## config.mk

```make
export PLATFORM = sky130hd
export DESIGN_NAME = seq_multiplier_flat
export DESIGN_NICKNAME = d
export VERILOG_FILES = /design/src/rtl/seq_multiplier_if.sv /design/src/rtl/seq_multiplier.sv /design/src/flat_wrapper.sv
export SDC_FILE = /design/constraint.sdc
export NUM_CORES = 1
export LEC_CHECK = 0
export ABC_AREA = 1
export CELL_PAD_IN_SITES_DETAIL_PLACEMENT = 0
export CELL_PAD_IN_SITES_GLOBAL_PLACEMENT = 2
export CORE_ASPECT_RATIO = 1.4
export CORE_MARGIN = 10
export CORE_UTILIZATION = 31
export DETAILED_ROUTE_END_ITERATION = 7
export PLACE_DENSITY = 0.89
export SYNTH_ARGS = -nofsm -noshare
export SYNTH_HDL_FRONTEND = slang
export SYNTH_SLANG_ARGS = --single-unit
```

## constraint.sdc

```tcl
create_clock -name clk -period 3.26 [get_ports clk]
set_input_delay 0.978 -clock clk [delete_from_list [all_inputs] [get_ports clk]]
set_output_delay 0.978 -clock clk [all_outputs]
set_load 0.1 [all_outputs]
```

## src/rtl/seq_multiplier_if.sv

```systemverilog
// ============================================================================
// Module : seq_multiplier_if
// Brief  : Request/response bundle for the iterative shift-add multiplier.
// Rev    : 1.0  initial release
// ============================================================================
`default_nettype none

interface seq_multiplier_if #(
    parameter int WIDTH = 32
);
    logic                   start;
    logic                   signed_mode;
    logic [WIDTH-1:0]       multiplicand;
    logic [WIDTH-1:0]       multiplier;
    logic                   busy;
    logic                   done;
    logic [2*WIDTH-1:0]     product;

    modport master (
        output start, signed_mode, multiplicand, multiplier,
        input  busy, done, product
    );

    modport slave (
        input  start, signed_mode, multiplicand, multiplier,
        output busy, done, product
    );
endinterface

`default_nettype wire

```

## src/rtl/seq_multiplier.sv

```systemverilog
// ============================================================================
// Module : seq_multiplier
// Brief  : Iterative shift-add multiplier, one step per clock, signed/unsigned.
// Rev    : 1.0  initial release
// ============================================================================
`default_nettype none

module seq_multiplier #(
    parameter int WIDTH = 32
) (
    input  wire logic           clk,
    input  wire logic           rst,
    seq_multiplier_if.slave     bus
);
    localparam int CW = (WIDTH > 2) ? $clog2(WIDTH) : 1;
    localparam logic [CW-1:0] LAST_STEP = CW'(WIDTH - 1);

    typedef enum logic [1:0] {
        IDLE = 2'd0,
        CALC = 2'd1,
        DONE = 2'd2
    } state_t;

    state_t                 state;
    state_t                 next_state;

    logic [WIDTH-1:0]       mcand;
    logic [WIDTH-1:0]       hi;
    logic [WIDTH-1:0]       lo;
    logic [CW-1:0]          count;
    logic                   neg;
    logic                   done_q;
    logic [2*WIDTH-1:0]     product_q;

    logic                   busy;
    logic                   load;
    logic                   complete;
    logic [WIDTH-1:0]       abs_a;
    logic [WIDTH-1:0]       abs_b;
    logic [WIDTH-1:0]       addend;
    logic [WIDTH:0]         sum;
    logic [WIDTH-1:0]       step_hi;
    logic [WIDTH-1:0]       step_lo;
    logic [2*WIDTH-1:0]     full;

    always_ff @(posedge clk) begin
        if (!rst) begin
            state <= IDLE;
        end else begin
            state <= next_state;
        end
    end

    always_comb begin
        next_state = state;
        busy       = 1'b0;
        load       = 1'b0;
        complete   = 1'b0;
        case (state)
            IDLE: begin
                if (bus.start) begin
                    load       = 1'b1;
                    next_state = CALC;
                end
            end
            CALC: begin
                busy = 1'b1;
                if (count == LAST_STEP) begin
                    complete   = 1'b1;
                    next_state = DONE;
                end
            end
            DONE: begin
                if (bus.start) begin
                    load       = 1'b1;
                    next_state = CALC;
                end else begin
                    next_state = IDLE;
                end
            end
            default: next_state = IDLE;
        endcase
    end

    // Magnitudes fit in WIDTH bits unsigned, including |-2^(WIDTH-1)|.
    assign abs_a = (bus.signed_mode && bus.multiplicand[WIDTH-1]) ? -bus.multiplicand
                                                                  : bus.multiplicand;
    assign abs_b = (bus.signed_mode && bus.multiplier[WIDTH-1])   ? -bus.multiplier
                                                                  : bus.multiplier;

    // Carry is always zero between steps, so it lives only in the sum's MSB.
    assign addend  = lo[0] ? mcand : '0;
    assign sum     = {1'b0, hi} + {1'b0, addend};
    assign step_hi = sum[WIDTH:1];
    assign step_lo = {sum[0], lo[WIDTH-1:1]};
    assign full    = {step_hi, step_lo};

    always_ff @(posedge clk) begin
        if (!rst) begin
            mcand     <= '0;
            hi        <= '0;
            lo        <= '0;
            count     <= '0;
            neg       <= 1'b0;
            done_q    <= 1'b0;
            product_q <= '0;
        end else begin
            done_q <= complete;
            if (load) begin
                neg   <= bus.signed_mode & (bus.multiplicand[WIDTH-1] ^ bus.multiplier[WIDTH-1]);
                mcand <= abs_a;
                hi    <= '0;
                lo    <= abs_b;
                count <= '0;
            end else if (busy) begin
                hi    <= step_hi;
                lo    <= step_lo;
                count <= complete ? '0 : count + 1'b1;
                if (complete) begin
                    product_q <= neg ? -full : full;
                end
            end
        end
    end

    assign bus.busy    = busy;
    assign bus.done    = done_q;
    assign bus.product = product_q;

endmodule

`default_nettype wire

```

## src/flat_wrapper.sv

```systemverilog
// flat-port wrapper written by rule: the top's interface ports become plain ports
module seq_multiplier_flat 
#(
    parameter int WIDTH = 32
)
  (clk, rst, bus_start, bus_signed_mode, bus_multiplicand, bus_multiplier, bus_busy, bus_done, bus_product);
  seq_multiplier_if #(.WIDTH(WIDTH)) bus_i ();
  input  wire logic clk;
  input  wire logic rst;
  input wire logic [$bits(bus_i.start)-1:0] bus_start;
  input wire logic [$bits(bus_i.signed_mode)-1:0] bus_signed_mode;
  input wire logic [$bits(bus_i.multiplicand)-1:0] bus_multiplicand;
  input wire logic [$bits(bus_i.multiplier)-1:0] bus_multiplier;
  output wire logic [$bits(bus_i.busy)-1:0] bus_busy;
  output wire logic [$bits(bus_i.done)-1:0] bus_done;
  output wire logic [$bits(bus_i.product)-1:0] bus_product;
  assign bus_i.start = bus_start;
  assign bus_i.signed_mode = bus_signed_mode;
  assign bus_i.multiplicand = bus_multiplicand;
  assign bus_i.multiplier = bus_multiplier;
  assign bus_busy = bus_i.busy;
  assign bus_done = bus_i.done;
  assign bus_product = bus_i.product;
  seq_multiplier #(.WIDTH(WIDTH)) u_core (.clk(clk), .rst(rst), .bus(bus_i));
endmodule
```

==> impl_metrics.json, run 1 <==
{
  "setup.worst_path.start_class": "flop",
  "power_mw": 5.735,
  "post_synth.cell_area_avg_sq_um": 6.042,
  "grt_util_met3_pct": 2.151,
  "dieHeight_microns": 258.4,
  "worst-path-max-fanout": 7,
  "hold_class": "flop to flop",
  "grt_pass1_wl_mm": 69.45,
  "via_per_inst": 4.728,
  "hold_violations": 0,
  "postRouteAntennaNets": 0,
  "start_util_pct": 31.32,
  "grt_pass1_vias": 13040,
  "power.density_nw_per_um2": 362.4,
  "tightest_slew_ns": 0.9922,
  "holdPathEnd": "u_core.mcand[3]",
  "hold_depth": 2,
  "netlist_top_cells_area": "dfxtp_1 27%, nand2_1 18%, inv_1 9.6%, o21ai_0 5.5%, nor2_1 5.4%",
  "syn_nets": 2188,
  "dr.pass1.iters": 5,
  "setup_viol": 0,
  "clockRootBuffer": "clkbuf_16",
  "htree_num_levels": 4,
  "syn-cell-area_sq_um": 12580,
  "synthCells": 2082,
  "num-nets-final": 2368,
  "clkLatencyLatePin_ns": 0.46,
  "ys_warn_count": 0,
  "layout_commonest_cell": "nand2_1",
  "synth-edff-count": 0,
  "ios": 134,
  "post_dp_cell_area_sq_um": 14940,
  "min_period_ns": 3.077,
  "grtUsageMet2_pct": 33.31,
  "layout_common_cells": "610 x nand2_1, 321 x inv_1, 172 x nor2_1, 169 x dfxtp_1, 158 x buf_4",
  "r2r_start": "u_core.lo[0]",
  "synth_ff_type": "dfxtp_1",
  "wl_mm": 44.69,
  "cp_data_arrival_time_ns": 3.47,
  "netlist.area_leader.share_pct": 26.89,
  "clkSinkCount": 169,
  "ys_ff_latch": 169,
  "rr_endpoint": "u_core.bus.product[59]",
  "coreArea_sq_um": 40170,
  "placement.io_buffers": 133,
  "p_leak_nw": 7.941,
  "antennaDiodeCount": 0,
  "numCtsBuffers": 17,
  "fmaxAchievable_mhz": 325.0,
  "drc": 0,
  "grt_usage_pct": 17.79,
  "cap_violations": 0,
  "outcome": "complete, no violations",
  "clk_pin_slew_worst_paths_ns": 0.07,
  "drive_gt1_share_pct": 15.12,
  "cts.path.max_buffers": 2,
  "drt-wirelength-per-cell_microns": 15.91,
  "ys_seq_area_share_pct": 26.89,
  "met1_usage_pct": 20.08,
  "fin_tns_setup_ns": 0,
  "drt_iter0_drc": 739,
  "r2r_setup_slack_ns": 0.18,
  "yosysUniqueCellTypes": 48,
  "cts_tree": "done",
  "die_w_microns": 190.3,
  "relSlewSlack_pct": 33.78,
  "end_kind": "flop",
  "worstRegToRegCells": 23,
  "drv_slew": 0,
  "min_from": "u_core.mcand[3]",
  "final_cell_area_sq_um": 15830,
  "irDropWorstVdd_mv": 0.3162,
  "fin_crit_sh_pct": 94.39,
  "antenna_found_initial": 0,
  "yosysTopAreaCell": "dfxtp_1",
  "rows": 87,
  "grt_max_degree": 86,
  "vias": 13280,
  "skew_ns": 0.01526,
  "layout-area-overhead-vs-synth_pct": 25.82,
  "hpwl_mm": 35.88,
  "gp_congestion": 0.9135,
  "worstSetupPathType": "flop to flop",
  "ys_async_sr_fraction_pct": 0,
  "rsz0062_at_grt": "false",
  "top_usage_layer": "met2",
  "grt-ovfl-total": 0,
  "worstPathRequired_ns": 3.65,
  "die-area_sq_um": 49150
}
==> layer usage <==
layer | up-vias | wire length, microns | part of all wire (%)
li1 | 6957 | - | -
met1 | 6050 | 18710 | 42
met2 | 224 | 23500 | 53
met3 | 49 | 1377 | 3.1
met4 | 0 | 1094 | 2.4
met5 | - | 0 | 0
==> how the worst max path moves through the flow <==
stage / startpoint / slack, ns / to / depth (start not counted)
floorplan: u_core.state[0] / 0.42 / bus_busy / 4
global placement: bus_multiplicand[1] / -0.27 / u_core.mcand[31] / 15
detailed placement: bus_multiplicand[1] / -0.27 / u_core.mcand[31] / 15
CTS: u_core.lo[0] / 0.04 / u_core.bus.product[54] / 22
global route: bus_multiplicand[1] / 0.002 / u_core.mcand[26] / 16
finish: u_core.lo[0] / 0.18 / u_core.bus.product[59] / 23
==> cells in the mapped netlist, types with 15 or more instances <==
master	number
nand2_2	31
nand2_1	617
o211ai_1	34
dfxtp_1	169
o21ai_0	137
xor2_1	62
nor3_1	24
nor2_1	181
o221ai_1	15
nor2_2	26
a21oi_1	110
inv_1	321
clkbuf_1	60
ha_1	37
nand4_1	25
nand3_1	86
==> power breakdown <==
part / internal, mW / switching, mW / total, mW
registers: 2.16 / 0.0821 / 2.24
logic: 0.537 / 0.875 / 1.41
clock network: 1.09 / 0.989 / 2.08
==> per-stage QoR <==
stage	setup WS (ns)	hold slack, ns	std cells	util, %
floorplan	0.4156	0.4259	2082	-
global placement	-0.2686	0.4415	2774	37.18
detailed placement	-0.2662	0.4426	2774	37.18
CTS	0.03976	0.4571	2806	38.61
global route	0.002327	0.4830	2809	39.40
finish	0.1830	0.4543	2809	39.40
==> cell families (layout without fill, tap and decap cells) <==
| kind of cell | after synthesis | after routing | synth area share, % |
|---|---|---|---|
| buffers and inverters | 412 | 605 | 12.44 |
| DFF | 169 | 169 | 26.89 |
| and+or+nand+nor | 1040 | 1040 | 35.64 |
| adders and majority gates | 38 | 38 | 3.839 |
| AOI/OAI and AO/OA | 348 | 348 | 15.96 |
| xor gates and xnor gates | 75 | 75 | 5.222 |
==> critical path, cell delays in order, from the launching register on <==
cell	delay, ns
dfxtp_1	0.33
buf_12	0.13
buf_4	0.15
nand2_1	0.07
inv_1	0.08
ha_1	0.33
nand3_2	0.10
nand3_2	0.10
nand2_1	0.10
nand2_1	0.13
nand2_1	0.09
nand2_1	0.06
buf_4	0.14
nor2_2	0.12
nand2_1	0.08
nor2_2	0.15
nand2_2	0.11
nor2_4	0.16
nor2_2	0.07
nor2_4	0.18
nand2_1	0.07
nand2_1	0.05
nand2_1	0.09
a21oi_2	0.12
==> state kept, by name, summed over array words and instances (netlist names) <==
signal / count
u_core.mcand: 32
u_core.bus.product: 64
u_core.neg: 1
u_core.lo: 32
u_core.count: 5
u_core.hi: 32
u_core.state: 2
u_core.bus.done: 1
==> cell type report <==
type,instances,area [sq um]
fillers,4349,24340
repair buffers,232,1983
well taps,534,668.1
inverters,341,1281
clock buffers,19,442.9
flip-flops and latches,169,3383
multi-input cells,1501,7938
clock inverters,13,131.4
==> what timing repair did <==
action / CTS / global route
hold buffers: 0 / 0
endpoints found under the setup margin: 0 / 22
endpoints found under the hold margin: 0 / 0
setup buffers: 0 / 3
gates resized for setup: 0 / 60
Power figures use the tool's default switching activity.
==> run 2, diff against run 1 <==
HOLD_SLACK_MARGIN = 0.12   (was not set)
SKIP_CTS_REPAIR_TIMING = 1   (was not set)
==> results of run 2 <==
Same layout as run 1: the final DEF is identical, and so are final timing and power.
==> patch: new RTL, settings of run 1 <==
`WIDTH` is set to 32 in 3 places; all go to 16.
--- a/src/rtl/seq_multiplier_if.sv
+++ b/src/rtl/seq_multiplier_if.sv
@@ -8,3 +8,3 @@
 interface seq_multiplier_if #(
-    parameter int WIDTH = 32
+    parameter int WIDTH = 16
 );
--- a/src/rtl/seq_multiplier.sv
+++ b/src/rtl/seq_multiplier.sv
@@ -8,3 +8,3 @@
 module seq_multiplier #(
-    parameter int WIDTH = 32
+    parameter int WIDTH = 16
 ) (
--- a/src/flat_wrapper.sv
+++ b/src/flat_wrapper.sv
@@ -3,3 +3,3 @@
 #(
-    parameter int WIDTH = 32
+    parameter int WIDTH = 16
 )
Ports: changed (resized bus_multiplicand, bus_multiplier and bus_product); port bits go from 134 to 70. The function was not compared with the original's and may differ.
==> patch against run 1 <==
Sequential power decreased by 48%. Sequential cell count decreased by 81. Fmax increased by 13%. Power decreased by 52%. Routed wire length decreased by 59%. Cell count decreased by 56%. Area after synthesis decreased by 53%. Setup slack improved by 370 ps. Design area decreased by 55%. Hold slack got worse by 2.7 ps. Non-clock buffer count decreased by 151. First-iteration DRC count decreased by 57%. Largest power group unchanged. Clock power decreased by 51%. Count of clock-buffer cells in the layout decreased by 9.
==> patch: results (changes against run 1) <==
| Metric | Value |
|---|---|
| Final core occ | `0.3803 (-0.01379)` |
| Inverters | `148 (-57%)` |
| Max FFs per register | `32 (-50%)` |
| Worst hold path startpoint | `u_core.mcand[13]` |
| Sequential share of power | `0.426 (+0.035)` |
| Syn_nets | `993 (-55%)` |
| Clock Skews | `12.25 ps (-3.005 ps)` |
| Register-to-register setup slack | `550 ps (+370 ps)` |
| Run status | `finished, final reports clean` |
| Synth top area cells | `dfxtp_1, nand2_1, inv_1` |
| Multi-input gate count | `670 (-55%)` |
| Cell Pwr Density | `386.6 nW/um2 (+6.7%)` |
| Clock network area share | `0.03929 (+0.003004)` |
| Synth top cells by count | `nand2_1, inv_1, dfxtp_1` |
| Footprint of the multi-input gates | `3492 um2 (-56%)` |
| CP max stage delay | `390 ps (+60 ps)` |
| Worst VDD drop | `0.2223 mV (-30%)` |
| Met3 Use GR | `0.02270 (+0.001197)` |
| Gpl congestion | `0.8229 (-9.9%)` |
| Sequential area share after synthesis | `0.2974 (+0.02848)` |
| P_leak | `0.003538 uW (-55%)` |
| FF+latch area | `1762 um2 (-48%)` |
| CP max-delay cell | `fa_1` |
| Number of DRC markers in iteration 0 | `320 (-57%)` |
| Hpwl dp | `14,480 um (-60%)` |
| Crit path DAT | `2970 ps (-500 ps)` |
| # placed instances | `1,231 (-56%)` |
| Fmax | `0.3688 GHz (+13%)` |
==> patch: cell types whose count changed in the layout (fill, tap and decap cells not counted), moves of 26 or more <==
cell             before  now
xor2_1               62   24
buf_4               158   45
nand3_1              83   49
nor2_1              172   78
o21ai_0             137   71
a21oi_1             110   48
nand2_1             610  261
nand2_2              36   10
dfxtp_1             169   88
clkdlybuf4s50_1      66   35
inv_1               321  144
==> patch: logic make-up (layout without fill, tap and decap cells) <==
| group | Yosys count | count (layout) | share of synthesized area |
|---|---|---|---|
| flip-flops | 88 | 88 | 0.2974 |
| buffers and inverters | 178 | 245 | 0.1147 |
| adder cells (fa/ha/maj) | 21 | 21 | 0.04563 |
| AO/OA/AOI/OAI | 161 | 161 | 0.1559 |
| AND/OR/NAND/NOR | 454 | 454 | 0.3361 |
| XOR/XNOR | 34 | 34 | 0.05027 |
